<file path="config.mk">
export PLATFORM = sky130hd
export DESIGN_NAME = uart_tx_drain
export DESIGN_NICKNAME = d
export VERILOG_FILES = /design/src/rtl/uart_pkg.sv /design/src/rtl/uart_baud_tick.sv /design/src/rtl/uart_tx_drain.sv
export SDC_FILE = /design/constraint.sdc
export NUM_CORES = 1
export LEC_CHECK = 0
export ABC_AREA = 1
export CAP_MARGIN = 5
export CORE_UTILIZATION = 58
export CTS_BUF_LIST = sky130_fd_sc_hd__clkbuf_4
export CTS_CLUSTER_DIAMETER = 50
export DETAILED_ROUTE_END_ITERATION = 8
export GPL_TIMING_DRIVEN = 0
export PLACE_DENSITY = 0.92
export SETUP_SLACK_MARGIN = 0.15
export SYNTH_ARGS = -nofsm -noshare
export SYNTH_HDL_FRONTEND = slang
export SYNTH_SLANG_ARGS = --single-unit
export TNS_END_PERCENT = 20
</file>
<file path="constraint.sdc">
create_clock -name clk -period 2.16 [get_ports clk]
set_input_delay 0.432 -clock clk [delete_from_list [all_inputs] [get_ports clk]]
set_output_delay 0.432 -clock clk [all_outputs]
set_load 0.005 [all_outputs]
</file>
<file path="src/rtl/uart_pkg.sv">
// Shared UART definitions: FSM state encoding and default frame/divisor widths.
// Latency: n/a (types and constants only).
// Backpressure: n/a.
package uart_pkg;

   localparam int UART_WIDTH     = 8;
   localparam int UART_DIV_WIDTH = 16;

   typedef enum logic [1:0] {
      IDLE  = 2'd0,
      START = 2'd1,
      DATA  = 2'd2,
      STOP  = 2'd3
   } tx_state_t;

endpackage

</file>
<file path="src/rtl/uart_baud_tick.sv">
// Bit-period timer: loadable down-counter that pulses bit_end on the last clock of each bit.
// Latency: bit_end is combinational from the count; a period is div+1 clocks from load or reload.
// Backpressure: none; the counter holds its value whenever run is low.
module uart_baud_tick
   import uart_pkg::*;
#(
   parameter int DIV_WIDTH = UART_DIV_WIDTH
) (
   input  logic                 clk,
   input  logic                 reset,
   input  logic                 load,
   input  logic                 run,
   input  logic [DIV_WIDTH-1:0] div,
   output logic                 bit_end
);

   logic [DIV_WIDTH-1:0] cnt;

   assign bit_end = run && (cnt == '0);

   // Count down each clock while a frame runs; reload at the end of every bit period.
   always_ff @(posedge clk or posedge reset) begin
      if (reset) begin
         cnt <= '0;
      end else if (load) begin
         cnt <= div;
      end else if (run) begin
         if (cnt == '0) begin
            cnt <= div;
         end else begin
            cnt <= cnt - 1'b1;
         end
      end
   end

endmodule

</file>
<file path="src/rtl/uart_tx_drain.sv">
// UART transmitter that pops one word per frame from a FIFO and serialises it LSB-first.
// Latency: start bit on txd the clock after the pop decision; frame = (WIDTH+2)*(baud_div+1) clocks.
// Backpressure: a new frame starts only when en=1 and the FIFO is non-empty; frames in flight always finish.
module uart_tx_drain
   import uart_pkg::*;
#(
   parameter int WIDTH     = UART_WIDTH,
   parameter int DIV_WIDTH = UART_DIV_WIDTH
) (
   input  logic                 clk,
   input  logic                 reset,
   input  logic                 en,
   input  logic [DIV_WIDTH-1:0] baud_div,
   input  logic                 fifo_empty,
   input  logic [WIDTH-1:0]     fifo_dout,
   output logic                 fifo_rd,
   output logic                 txd,
   output logic                 busy,
   output logic                 done
);

   localparam int IDX_W = (WIDTH > 1) ? $clog2(WIDTH) : 1;
   localparam logic [IDX_W-1:0] LAST_IDX = IDX_W'(WIDTH - 1);

   tx_state_t            state_q, state_nx;
   logic [WIDTH-1:0]     shift_q, shift_nx;
   logic [IDX_W-1:0]     idx_q, idx_nx;
   logic [DIV_WIDTH-1:0] bit_len_q;
   logic                 txd_nx, rd_nx, done_nx;
   logic                 start_frame;
   logic                 bit_end;
   logic [DIV_WIDTH-1:0] tick_div;

   // The only point where the FIFO head and the divisor are sampled.
   assign start_frame = (state_q == IDLE) && en && !fifo_empty;

   // First period uses the live divisor (being latched this edge); reloads use the latched copy.
   assign tick_div = start_frame ? baud_div : bit_len_q;

   uart_baud_tick #(
      .DIV_WIDTH (DIV_WIDTH)
   ) u_baud_tick (
      .clk     (clk),
      .reset   (reset),
      .load    (start_frame),
      .run     (state_q != IDLE),
      .div     (tick_div),
      .bit_end (bit_end)
   );

   // Next-state, shift and output decode; txd follows the state being entered.
   always_comb begin
      state_nx = state_q;
      shift_nx = shift_q;
      idx_nx   = idx_q;
      rd_nx    = 1'b0;
      done_nx  = 1'b0;
      case (state_q)
         IDLE: begin
            if (start_frame) begin
               shift_nx = fifo_dout;
               idx_nx   = '0;
               rd_nx    = 1'b1;
               state_nx = START;
            end
         end
         START: begin
            if (bit_end) begin
               state_nx = DATA;
            end
         end
         DATA: begin
            if (bit_end) begin
               shift_nx = shift_q >> 1;
               if (idx_q == LAST_IDX) begin
                  idx_nx   = '0;
                  state_nx = STOP;
               end else begin
                  idx_nx = idx_q + 1'b1;
               end
            end
         end
         STOP: begin
            if (bit_end) begin
               done_nx  = 1'b1;
               state_nx = IDLE;
            end
         end
         default: state_nx = IDLE;
      endcase
      if (state_nx == START) begin
         txd_nx = 1'b0;
      end else if (state_nx == DATA) begin
         txd_nx = shift_nx[0];
      end else begin
         txd_nx = 1'b1;
      end
   end

   // State, datapath and registered outputs; reset forces the idle line immediately.
   always_ff @(posedge clk or posedge reset) begin
      if (reset) begin
         state_q   <= IDLE;
         shift_q   <= '0;
         idx_q     <= '0;
         bit_len_q <= '0;
         txd       <= 1'b1;
         fifo_rd   <= 1'b0;
         busy      <= 1'b0;
         done      <= 1'b0;
      end else begin
         state_q <= state_nx;
         shift_q <= shift_nx;
         idx_q   <= idx_nx;
         if (start_frame) begin
            bit_len_q <= baud_div;
         end
         txd     <= txd_nx;
         fifo_rd <= rd_nx;
         busy    <= (state_nx != IDLE);
         done    <= done_nx;
      end
   end

endmodule

</file>
==> results by group <==
Clock network
  – Clk slew on worst S/H paths: 140 ps
  – Clock sinks: 49
  – Post-CTS Setup Inserts: 0
  – Worst skew pair latency: 360 ps
  – Root Driver: clkbuf_4
  – Post_cts resized: 0
  – Clock tree buffer depth: 2
  – H-tree depth: 2
  – CTS Buf Count: 5
  – CTS tree: built
  – Cts hold-fix bufs: 0

Final layout
  – Final core occ: 72.4%
  – Area Growth Syn to Fin: 17.6%
  – Most frequent cells in the layout: nand2_1 (118), dfrtp_1 (48), nor2_1 (38)
  – Final net count: 426
  – Filler cells: 339
  – Most common cell after layout, fill and taps aside: nand2_1
  – Share of cells above drive strength 1: 11.1%
  – Antenna cells: 0

Die
  – Initial Util: 61.6%
  – Die area: 5000 µm²
  – Row count: 24
  – I/O pin count: 32
  – Die H: 70.7 µm
  – Core Area: 4440 µm²
  – Die span in x: 70.7 µm

Routing
  – Drt total wl: 6220 µm
  – Pre-antenna DRT Iters: 7
  – Post-DRT Antenna Nets: 0
  – 1st-iter DRT viols: 197
  – DR WL/cell: roughly 14 µm
  – Via Count: 2,485
  – Drt via density: approximately 5.6
  – DRC: 4

Global route
  – Pin count of the biggest net entering global routing: 27
  – Vias in the first global route: roughly 2,400
  – GRT Total Usage: 27.7%
  – Initial antenna violation count: 0
  – Grt total ovfl: 0
  – First-pass GRT wire length: 10,700 µm

Worst setup path
  – Critical path's slowest cell: dfrtp_1
  – Critical path required time: 2410 ps
  – Crit path max-delay family: simple AND/OR/NAND/NOR gates
  – Slowest Stage Delay on Critical Path: 400 ps
  – Worst Setup End Kind: flip-flop
  – Critical path launch point type: flip-flop
  – Cell mode on critical path: nand2_1
  – Ordered list of cells on the worst path: inv_1 > ha_1 > nand2_1 > nor2_4 > nand4_2 > nand2_2 > inv_2 > nand2_1 > o211ai_1
  – Critical path class: reg2reg
  – Worst Path Arrival: 2080 ps
  – Buf+Inv Stages, Crit Path: 2
  – Largest fanout on the critical path: 8

Synthesis
  – Seq cells post-synth: 49
  – Synth Flop Type: dfrtp_1
  – Register area share after synthesis: between 40 and 50%
  – Avg Inst Size Synth: a little under 8 µm²
  – Largest cells by area after synthesis: dfrtp_1 (44%), nand2_1 (16%), nor2_1 (5.2%)
  – Ys async rst share: 100%
  – Synthesized area: 2740 µm²
  – Post-synth top area share: 43.9%
  – EDFF count, synth: 0
  – Synth cell types: 36
  – Post-synthesis instance total: 355
  – Top cell type by total area after synthesis: dfrtp_1
  – Yosys synthesis warning count: 0
  – Syn nets: 387

STA
  – RSZ-0062 raised after global routing: no
  – Rel. slew slack: around 63%
  – Min Tclk post-route: 1830 ps
  – FMAX: 0.546 GHz
  – Worst slew pin tran: 558 ps
  – Clock Skew: 14.3 ps
  – Max Slew Vio Count: 0
  – Final setup fails: 0
  – Period utilization: 84.9%
  – Setup TNS: 0 ps
  – Final hold violations: 0

Power
  – Maximum VDD drop: roughly 0.00056 V
  – Power, Total: ~3.6 mW
  – Leak: 1.62 nW
  – PwrDens: 1130 nW/µm²

Flow run
  – Max Cap Viol: 0

Place
  – GPL Wtd Cong: 0.900
  – PortBufs: 31
  – Hpwl dp: 4690 µm

Run status
  – Outcome: finished, violations left
  – Failing checks: design-rule violations

Hold path
  – HP Class: in2async
[layer usage]
layer	share of wire, %	routed length, µm	vias up	GRT usage (%)
li1	-	-	1221	-
met1	43	2700	1163	36.4
met2	49	3060	91	45.7
met3	5.7	356	10	5.27
met4	1.6	99	0	10.7
met5	0	0	-	0
[power breakdown]
part / total (mW) / internal [mW] / switching, mW
clock network: 0.535 / 0.254 / 0.281
registers: 1.57 / 1.30 / 0.264
logic: 1.53 / 0.598 / 0.931
[state kept, by name, indices dropped and copies added, names as in the netlist]
| signal | cells |
|---|---|
| bit_len_q | 16 |
| u_baud_tick.cnt | 16 |
| shift_q | 8 |
| idx_q | 3 |
| state_q | 2 |
| busy | 1 |
| done | 1 |
| fifo_rd | 1 |
| txd | 1 |
[layout make-up]
class / count / area [µm²] / area share (%)
Inverter: 41 / 156 / 4.86
Multi-Input combinational cell: 257 / 1270 / 39.6
Clock inverter: 2 / 33.8 / 1.05
Timing Repair Buffer: 32 / 338 / 10.5
Buffer: 8 / 77.6 / 2.41
Tap cell: 52 / 65.1 / 2.02
Sequential cell: 49 / 1230 / 38.1
Clock buffer: 6 / 45.0 / 1.40
[metrics by stage]
| step | area, µm² | instances | setup WS, ps | hold WS (ps) |
|---|---|---|---|---|
| 6_report | 3220 | 447 | 327 | 442 |
| 4_1_cts | 3220 | 447 | 328 | 455 |
| 2_1_floorplan | 2740 | 355 | 557 | 436 |
| 3_5_place_dp | 3140 | 439 | 99.8 | 458 |
| 5_1_grt | 3220 | 447 | 156 | 500 |
| 3_3_place_gp | 3110 | 438 | -336 | 449 |
[synthesized netlist by cell type (2+ instances only)]
library cell / n
inv_1: 34
nand2_2: 5
a21oi_1: 5
nor2_4: 4
a22oi_1: 2
nand4_1: 3
o21ai_1: 4
ha_1: 4
nand2_1: 118
nand3b_1: 2
inv_2: 6
buf_2: 2
o21ai_0: 22
nand2_4: 2
o211ai_1: 6
o221ai_1: 4
nor2_1: 38
dfrtp_1: 48
nor2_2: 2
a31oi_1: 2
nand3_1: 22
buf_6: 6
[path summary, 6_finish.rpt]
| kind | startpoint | to | slack [ps] | depth (start not counted) |
|---|---|---|---|---|
| worst min-delay path | reset | bit_len_q[13] | 440 | 2 |
| min in group clk | bit_len_q[6] | bit_len_q[6] | 480 | 2 |
| worst max register to register | u_baud_tick.cnt[0] | shift_q[5] | 330 | 9 |
| worst min register to register | bit_len_q[6] | bit_len_q[6] | 480 | 2 |
| worst max-delay path | u_baud_tick.cnt[0] | shift_q[5] | 330 | 9 |
| max in group asynchronous | reset | txd | 1130 | 3 |
[cells by family (layout without fill, tap and decap cells)]
group	Yosys count	count (layout)	share of synthesized area (%)
simple gates	201	201	33.0
compound gates	51	51	11.5
buf+inv	49	89	8.55
flops	49	49	44.9
xor+xnor	1	1	0.320
fa+ha+maj	4	4	1.83
(Power assumes the default switching activity.)
